$ cat config.mk
export PLATFORM = sky130hd
export DESIGN_NAME = clock_time_keeper
export DESIGN_NICKNAME = d
export VERILOG_FILES = /design/src/rtl/clock_pkg.sv /design/src/rtl/clock_time_keeper_seg7.sv /design/src/rtl/clock_time_keeper.sv
export SDC_FILE = /design/constraint.sdc
export NUM_CORES = 1
export LEC_CHECK = 0
export ABC_CLOCK_PERIOD_IN_PS = 10500
export CAP_MARGIN = 20
export CORE_MARGIN = 4
export CORE_UTILIZATION = 61
export DETAILED_ROUTE_END_ITERATION = 8
export PLACE_DENSITY = 0.91
export SETUP_SLACK_MARGIN = 0.3
export SLEW_MARGIN = 20
export SYNTH_ARGS = -nofsm -noshare
export SYNTH_HDL_FRONTEND = slang
export SYNTH_SLANG_ARGS = --single-unit
$ cat constraint.sdc
create_clock -name clk -period 10.5 [get_ports clk]
set_input_delay 2.1 -clock clk [delete_from_list [all_inputs] [get_ports clk]]
set_output_delay 2.1 -clock clk [all_outputs]
set_load 0.01 [all_outputs]
$ cat src/rtl/clock_pkg.sv
// Shared constants for the digital clock time keeper:
// mode encodings, seven-segment table and a BCD split helper.
package clock_pkg;

  typedef enum logic [1:0] {
    MODE_RUN      = 2'b00,
    MODE_SET_HOUR = 2'b01,
    MODE_SET_MIN  = 2'b10
  } mode_t;

  localparam logic [7:0] SEG_BLANK = 8'h00;
  localparam int         SEG_DP    = 7;
  localparam logic [7:0] DP_MASK   = 8'(1 << SEG_DP);

  // Active-high, bits 6:0 = g..a, entry n is digit n
  localparam logic [0:9][7:0] SEG_TABLE = {
    8'h3F, 8'h06, 8'h5B, 8'h4F, 8'h66,
    8'h6D, 8'h7D, 8'h07, 8'h7F, 8'h6F
  };

  // Split 0..63 into {tens, units} by repeated compare/subtract
  function automatic logic [7:0] split_bcd(input logic [5:0] v);
    logic [5:0] r;
    logic [3:0] t;
    r = v;
    t = 4'd0;
    for (int i = 0; i < 6; i++) begin
      if (r >= 6'd10) begin
        r = r - 6'd10;
        t = t + 4'd1;
      end
    end
    return {t, r[3:0]};
  endfunction

endpackage

$ cat src/rtl/clock_time_keeper_seg7.sv
// seg7_encode: BCD digit to active-high seven-segment pattern.
// Blank input or a non-decimal code gives an all-off pattern.
module seg7_encode
  import clock_pkg::*;
(
  input  logic [3:0] bcd,
  input  logic       blank,
  output logic [7:0] seg
);

  // Table lookup with blanking
  always_comb begin
    seg = SEG_BLANK;
    if (!blank && (bcd <= 4'd9)) begin
      seg = SEG_TABLE[bcd];
    end
  end

endmodule

$ cat src/rtl/clock_time_keeper.sv
// clock_time_keeper: 24-hour HH:MM keeper with two-button setting.
// Optional macro SET_BLINK_EN blanks the field being set for half a second.
module clock_time_keeper
  import clock_pkg::*;
#(
  parameter int CLK_DIV = 50000000
) (
  input  logic       clk,
  input  logic       rst,
  input  logic       btn_mode,
  input  logic       btn_inc,
  output logic [7:0] led1_out,
  output logic [7:0] led2_out,
  output logic [7:0] led3_out,
  output logic [7:0] led4_out,
  output logic [1:0] mode,
  output logic       sec_tick
);

  localparam int PW = $clog2(CLK_DIV);
  localparam logic [PW-1:0] LAST = PW'(CLK_DIV - 1);
  localparam logic [PW-1:0] HALF = PW'(CLK_DIV / 2);

  logic [PW-1:0] presc;
  logic [5:0]    sec;
  logic [5:0]    min;
  logic [4:0]    hr;
  mode_t         state;
  mode_t         state_nxt;
  logic          mode_prev;
  logic          inc_prev;

  logic wrap;
  logic half;
  logic mode_press;
  logic inc_press;
  logic run_resume;

  assign wrap       = (presc == LAST);
  assign half       = (presc < HALF);
  assign mode_press = btn_mode & ~mode_prev;
  assign inc_press  = btn_inc & ~inc_prev & ~mode_press;
  assign run_resume = mode_press && (state == MODE_SET_MIN);

  // Button history; reset high so a held button is not a press
  always_ff @(posedge clk or posedge rst) begin
    if (rst) begin
      mode_prev <= 1'b1;
      inc_prev  <= 1'b1;
    end else begin
      mode_prev <= btn_mode;
      inc_prev  <= btn_inc;
    end
  end

  // Prescaler, restarted when leaving SET_MIN
  always_ff @(posedge clk or posedge rst) begin
    if (rst) begin
      presc    <= '0;
      sec_tick <= 1'b0;
    end else begin
      sec_tick <= wrap;
      if (run_resume || wrap) begin
        presc <= '0;
      end else begin
        presc <= presc + 1'b1;
      end
    end
  end

  // Mode state register
  always_ff @(posedge clk or posedge rst) begin
    if (rst) begin
      state <= MODE_RUN;
    end else begin
      state <= state_nxt;
    end
  end

  // Mode next-state: RUN -> SET_HOUR -> SET_MIN -> RUN
  always_comb begin
    state_nxt = state;
    if (mode_press) begin
      case (state)
        MODE_RUN:      state_nxt = MODE_SET_HOUR;
        MODE_SET_HOUR: state_nxt = MODE_SET_MIN;
        default:       state_nxt = MODE_RUN;
      endcase
    end
  end

  // Time counters: advance in RUN, manual increment in SET modes
  always_ff @(posedge clk or posedge rst) begin
    if (rst) begin
      sec <= '0;
      min <= '0;
      hr  <= '0;
    end else begin
      if ((state == MODE_RUN) && wrap) begin
        if (sec == 6'd59) begin
          sec <= '0;
          if (min == 6'd59) begin
            min <= '0;
            hr  <= (hr == 5'd23) ? 5'd0 : hr + 5'd1;
          end else begin
            min <= min + 6'd1;
          end
        end else begin
          sec <= sec + 6'd1;
        end
      end
      if (run_resume) begin
        sec <= '0;
      end
      if (inc_press && (state == MODE_SET_HOUR)) begin
        hr <= (hr == 5'd23) ? 5'd0 : hr + 5'd1;
      end
      if (inc_press && (state == MODE_SET_MIN)) begin
        min <= (min == 6'd59) ? 6'd0 : min + 6'd1;
      end
    end
  end

  logic [7:0] hr_bcd;
  logic [7:0] min_bcd;
  logic       blank_hr;
  logic       blank_min;
  logic       dp;
  logic [7:0] seg1;
  logic [7:0] seg2;
  logic [7:0] seg3;
  logic [7:0] seg4;

  assign hr_bcd  = split_bcd({1'b0, hr});
  assign min_bcd = split_bcd(min);
  assign dp      = (state == MODE_RUN) && half;

`ifdef SET_BLINK_EN
  assign blank_hr  = (state == MODE_SET_HOUR) && !half;
  assign blank_min = (state == MODE_SET_MIN) && !half;
`else
  assign blank_hr  = 1'b0;
  assign blank_min = 1'b0;
`endif

  seg7_encode u_seg1 (
    .bcd   (hr_bcd[7:4]),
    .blank (blank_hr),
    .seg   (seg1)
  );

  seg7_encode u_seg2 (
    .bcd   (hr_bcd[3:0]),
    .blank (blank_hr),
    .seg   (seg2)
  );

  seg7_encode u_seg3 (
    .bcd   (min_bcd[7:4]),
    .blank (blank_min),
    .seg   (seg3)
  );

  seg7_encode u_seg4 (
    .bcd   (min_bcd[3:0]),
    .blank (blank_min),
    .seg   (seg4)
  );

  // Registered display and mode outputs
  always_ff @(posedge clk or posedge rst) begin
    if (rst) begin
      led1_out <= SEG_TABLE[0];
      led2_out <= SEG_TABLE[0];
      led3_out <= SEG_TABLE[0];
      led4_out <= SEG_TABLE[0];
      mode     <= MODE_RUN;
    end else begin
      led1_out <= seg1;
      led2_out <= dp ? (seg2 | DP_MASK) : seg2;
      led3_out <= seg3;
      led4_out <= seg4;
      mode     <= state;
    end
  end

endmodule

==> qor.yml, run 1 <==
setup_violations: 0
clock_latency_ns: 0.37
fp.coreArea_um2: 10420
r2r.worst_path.cells: 42
yosysUniqueCellTypes: 104
grt_overflow: 0
synth-seq-area-share_pct: 30.43
drt_wl_total_um: 14680
grt_use_total_pct: 23.53
worstMarginPinSlew_ns: 1.184
relSlewSlack_pct: 20.05
rsz0062_at_grt: "false"
syn_area_per_cell_um2: 8.712
hold_violations: 0
post_cts_buffers: 0
crit_cells: 42
yosys_warnings: 0
ys_async_sr_fraction_pct: 100.0
syn_to_final_growth_pct: 9.776
end_kind: "register"
num_vias: 5818
die_x_um: 112.0
p_per_area_nw_per_um2: 262.2
die_h_um: 112.0
top_layer_used: "met4"
wl_met3_um: 850
slowest_stage: "dfrtp_1"
fin_nets: 835
status: "finished, final reports clean"
setup_tns_ns: 0
antenna_cells: 0
drc: 0
antenna_found_initial: 0
grt_pass1_vias: 5507
wl_met1_um: 6330
post-route-period-util_pct: 90.18
critPathKind: "reg -> reg"
ant_nets: 0
slew_violations: 0
ys_dominant_reg_cell: "dfrtp_1"
clock_sinks: 79
place_congestion: 0.9476
ctsResizeCount: 0
cts_buffer_depth: 2
slowest_delay_ns: 0.51
numCtsBuffers: 9
ir_worst_vdd_v: 0.0002128
worst-path-buf-inv: 7
drtIter0Drc: 576
synth_area_um2: 6604
io_pins: 39
placementRows: 37
io_buffers: 35
totalPowerFinal_uw: 1901
ctsHtreeMaxLevel: 3
seqCellArea_um2: 2009
cp_max_fo: 12
synth_seq_cells: 79
hold_path.class: "reg -> reg"
wl_met2_um: 7225
max_freq_mhz: 105.6
power_leakage_uw: 0.003183
start_util_pct: 63.40
grt_pass1_wl_um: 25310
cts_hold_buf: 0
cp_data_arrival_time_ns: 9.77
synth_top_area_share_pct: 20.08
root_buffer: "clkbuf_8"
rrSetupSlack_ns: 1.03
clock_skew_ns: 0.01589
fin_crit_ns: 9.469
post-dp-hpwl_um: 10830
yosysTopAreaCell: "dfrtp_1"
die_area_um2: 12550
drive_gt1_share_pct: 13.65
num-fill-cells: 756
cpMostUsedCell: "ha_1"
startpoint_type: "register"
wl_per_cell_um: 15.83
required_ns: 10.80
synth.top_cells.by_area: "dfrtp_1, dfstp_2, ha_1"
vias_per_cell: 6.276
critical_path.top_delay_family: "compound AO/OA/AOI/OAI gates"
cts_tree: "done"
hold_depth: 1
synth_commonest_cells: "nor2_1, nand2_1, dfrtp_1"
grt_max_degree: 80
synthCells: 758
drv_cap: 0
clk_pin_slew_ns: 0.09
yosysMostFrequentCell: "nor2_1"
first_pass_iters: 5
synth-edff-count: 0
multiInputGateArea_um2: 4329
## cells by family after synthesis
| family | synth area share (%) |
|---|---|
| mux | 4.358 |
| compound gates | 20.84 |
| simple gates | 24.46 |
| xor+xnor | 7.200 |
| fa+ha+maj | 8.526 |
| other cells | 0.05679 |
| buf+inv | 4.130 |
| flops | 30.43 |
## layer usage
layer | up-vias | track usage [%]
met5 | - | 0
met4 | 0 | 6.330
met3 | 41 | 5.714
met2 | 202 | 39.57
met1 | 2804 | 30.55
li1 | 2771 | -
## path summary, 6_finish.rpt
path,from,to
min in group asynchronous,rst,mode[0]
max in group asynchronous,rst,min[2]
worst min register to register,presc[0],presc[0]
worst max register to register,min[2],led3_out[4]
worst min-delay path,presc[0],presc[0]
worst max-delay path,min[2],led3_out[4]
## where the power goes
| part | internal (µW) | switching (µW) |
|---|---|---|
| sequential | 408 | 80.0 |
| clock | 135 | 116 |
| combinational | 485 | 676 |
## layout make-up
type,count,area share (%)
clock buffers,10,1.760
clock inverters,6,1.277
inverters,42,2.175
multi-input cells,617,59.72
flip-flops and latches,79,27.72
well taps,136,2.347
repair buffers,37,5.005
## through the flow
step | instances | hold slack [ns] | utilization (%) | area (µm²) | worst slack [ns]
floorplan | 760 | 0.4455 | - | 6611 | 2.337
CTS | 926 | 0.5060 | 69.55 | 7244 | 1.186
detailed placement | 910 | 0.4891 | 67.44 | 7024 | 1.216
global route | 927 | 0.5170 | 69.60 | 7249 | 0.3144
global placement | 910 | 0.4690 | 67.44 | 7024 | 1.683
finish | 927 | 0.5032 | 69.60 | 7249 | 1.031
## sequential cells by signal (all words and copies together) (netlist names)
register / count
presc: 26
led2_out: 8
led1_out: 7
led3_out: 7
led4_out: 7
min: 6
sec: 6
hr: 5
mode: 2
state: 2
inc_prev: 1
mode_prev: 1
sec_tick: 1
## cells in the final DEF, fill, tap and decap left out, types with 4 or more instances in the layout
cell type,count
a21o_1,10
a21oi_1,30
a22oi_1,4
a31o_2,5
a31oi_1,9
and2_1,10
and3_1,13
clkbuf_8,9
clkdlybuf4s50_1,35
dfrtp_1,53
dfstp_2,26
ha_1,45
inv_1,40
mux2_2,10
mux2i_1,13
nand2_1,72
nand2b_1,9
nand3_1,42
nand3b_1,5
nand4_1,8
nor2_1,80
nor2b_1,12
nor3_1,18
o211a_1,5
o211ai_1,5
o21a_1,4
o21ai_0,40
o21ai_1,6
or2_2,7
or3_1,5
xnor2_1,25
xor2_1,23
## worst register-to-register path: cells and delay by family (launching register included)
family	cells	cell delay, ns
flops	1	0.51
simple gates	9	1.74
buf+inv	7	0.69
xor+xnor	1	0.45
mux	4	1.23
compound gates	14	3.35
fa+ha+maj	7	1.46
Note: power is estimated with default switching activity, not from simulation.
==> run 2, diff against run 1 <==
--- a/config.mk
+++ b/config.mk
@@ -11,6 +11,7 @@
 export CORE_UTILIZATION = 61
 export DETAILED_ROUTE_END_ITERATION = 8
 export PLACE_DENSITY = 0.91
+export RECOVER_POWER = 25
 export SETUP_SLACK_MARGIN = 0.3
 export SLEW_MARGIN = 20
 export SYNTH_ARGS = -nofsm -noshare
==> qor.yml, run 2 (synthesis results as in run 1) <==
io_buffers: 35  # unchanged
seqCellArea_um2: 2009  # unchanged
num_vias: 5795  # was 5818
post_cts_buffers: 0  # unchanged
ant_nets: 0  # unchanged
largest_register_ffs: 26  # unchanged
setup_slack_ns: 1.026  # was 1.031 ns
ir_worst_vdd_v: 0.0002130  # was 0.0002128 V
hold_path.class: "reg -> reg"  # unchanged
fin_nets: 835  # unchanged
grt_pass1_wl_um: 25310  # unchanged
multiInputGateArea_um2: 4329  # unchanged
layout_commonest_cell: "nor2_1"  # unchanged
place_congestion: 0.9476  # unchanged
start_util_pct: 63.40  # unchanged
die_area_um2: 12550  # unchanged
switching_share_pct: 45.92  # about the same
violations: "capacitance limit, slew limit"
dp_slack_ns: 1.216  # unchanged
p_int_uw: 1028  # about the same
ctsHtreeMaxLevel: 3  # unchanged
drc: 0  # unchanged
fin_crit_ns: 9.474  # was 9.469 ns
power_leakage_uw: 0.003177  # was 0.003183 µW
post-route-period-util_pct: 90.23  # was 90.18%
final_cell_mix: "nor2_1, nand2_1, dfrtp_1"  # unchanged
slowest_delay_ns: 0.51  # about the same
post-dp-hpwl_um: 10830  # unchanged
placementRows: 37  # unchanged
grt_pass1_vias: 5507  # unchanged
p_per_area_nw_per_um2: 262.3  # was 262.2 nW/µm²
reg_top3: "presc x26, led2_out x8"  # unchanged
critical_path.top_delay_family: "compound AO/OA/AOI/OAI gates"  # unchanged
cpMostUsedCell: "ha_1"  # unchanged
seqPwrFrac_pct: 25.7  # about the same
power_frac_clock_pct: 13.2  # was 13.3%
p_switching_uw: 872.8  # about the same
ctsResizeCount: 0  # unchanged
drive_gt1_share_pct: 13.40  # was 13.65%
first_pass_iters: 5  # unchanged
setup_violations: 0  # unchanged
cts_buffer_depth: 2  # unchanged
worstMarginPinSlew_ns: 4.086  # was 1.184 ns
root_buffer: "clkbuf_8"  # unchanged
drtIter0Drc: 576  # unchanged
relSlewSlack_pct: -172.4  # was 20.05%
hold_violations: 0  # unchanged
antenna_found_initial: 0  # unchanged
required_ns: 10.80  # about the same
critPathKind: "reg -> reg"  # unchanged
drv_cap: 1  # was 0
cp_max_fo: 12  # unchanged
power_frac_comb_pct: 61.1  # about the same
startpoint_type: "register"  # unchanged
die_x_um: 112.0  # unchanged
clock_sinks: 79  # unchanged
rsz0062_at_grt: "false"  # unchanged
die_h_um: 112.0  # unchanged
cts_tree: "done"  # unchanged
worst-path-buf-inv: 7  # unchanged
slew_violations: 80  # was 0
clock_latency_ns: 0.37  # about the same
largest-register: "presc"  # unchanged
status: "finished with violations"  # was finished, final reports clean
fp.coreArea_um2: 10420  # unchanged
slowest_stage: "dfrtp_1"  # unchanged
wl_per_cell_um: 15.85  # was 15.83 µm
clk_pin_slew_ns: 0.09  # about the same
drt_wl_total_um: 14700  # was 14680 µm
grt_overflow: 0  # unchanged
end_kind: "register"  # unchanged
syn_to_final_growth_pct: 9.720  # was 9.776%
grt_use_total_pct: 23.53  # unchanged
whs_ns: 0.5032  # about the same
cts_hold_buf: 0  # unchanged
numCtsBuffers: 9  # unchanged
antenna_cells: 0  # unchanged
max_freq_mhz: 105.6  # about the same
io_pins: 39  # unchanged
clock_skew_ns: 0.01564  # was 0.01589 ns
cp_data_arrival_time_ns: 9.77  # about the same
grt_max_degree: 80  # unchanged
vias_per_cell: 6.251  # was 6.276
setup_tns_ns: 0  # unchanged
num-fill-cells: 758  # was 756
[run 2: power groups by stage]
| stage | registers, µW | logic, µW | clock network, µW |
|---|---|---|---|
| 6_report | 488 | 1160 | 252 |
| 3_5_place_dp | 492 | 1130 | 0 |
| 5_1_grt | 500 | 1290 | 269 |
| 4_1_cts | 487 | 1150 | 254 |
| 2_1_floorplan | 481 | 879 | 0 |
| 3_3_place_gp | 486 | 1080 | 0 |
[run 2: final cells by class]
type,count,area share (%)
repair buffers,37,4.956
multi-input cells,617,59.75
flip-flops and latches,79,27.73
inverters,42,2.176
well taps,136,2.348
clock buffers,10,1.761
clock inverters,6,1.278
[run 2: worst reg2reg max path, delay by kind of cell, from the launching register on]
family | cells | cell delay [ns]
AOI/OAI and AO/OA | 14 | 3.34
adders and majority gates | 7 | 1.46
xor gates and xnor gates | 1 | 0.45
DFF | 1 | 0.51
buffers and inverters | 7 | 0.68
muxes | 4 | 1.23
and+or+nand+nor | 9 | 1.74
[run 2: metal layers]
metal / up-vias / GRT usage [%] / share of wire (%)
met5: - / 0 / 0
met4: 0 / 6.330 / 1.6
met3: 31 / 5.714 / 6.0
met2: 201 / 39.57 / 49
met1: 2794 / 30.55 / 43
li1: 2769 / - / -
[run 2: path summary, 6_finish.rpt]
| check | from | endpoint | slack [ns] | depth (start not counted) |
|---|---|---|---|---|
| setup / recovery | min[2] | led3_out[4] | 1.03 | 42 |
| hold / removal | presc[0] | presc[0] | 0.50 | 1 |
| setup reg to reg | min[2] | led3_out[4] | 1.03 | 42 |
| hold reg to reg | presc[0] | presc[0] | 0.50 | 1 |
| max in group asynchronous | rst | min[2] | 4.43 | 3 |
| min in group asynchronous | rst | mode[0] | 3.80 | 3 |
[run 2: stage by stage]
stage | cells | utilization (%) | power (µW) | instance area [µm²]
after global routing | 927 | 69.56 | 2062 | 7246
after floorplan | 760 | - | 1359 | 6611
final | 927 | 69.56 | 1900 | 7246
after CTS | 926 | 69.55 | 1891 | 7244
after global placement | 910 | 67.44 | 1564 | 7024
after detailed placement | 910 | 67.44 | 1625 | 7024
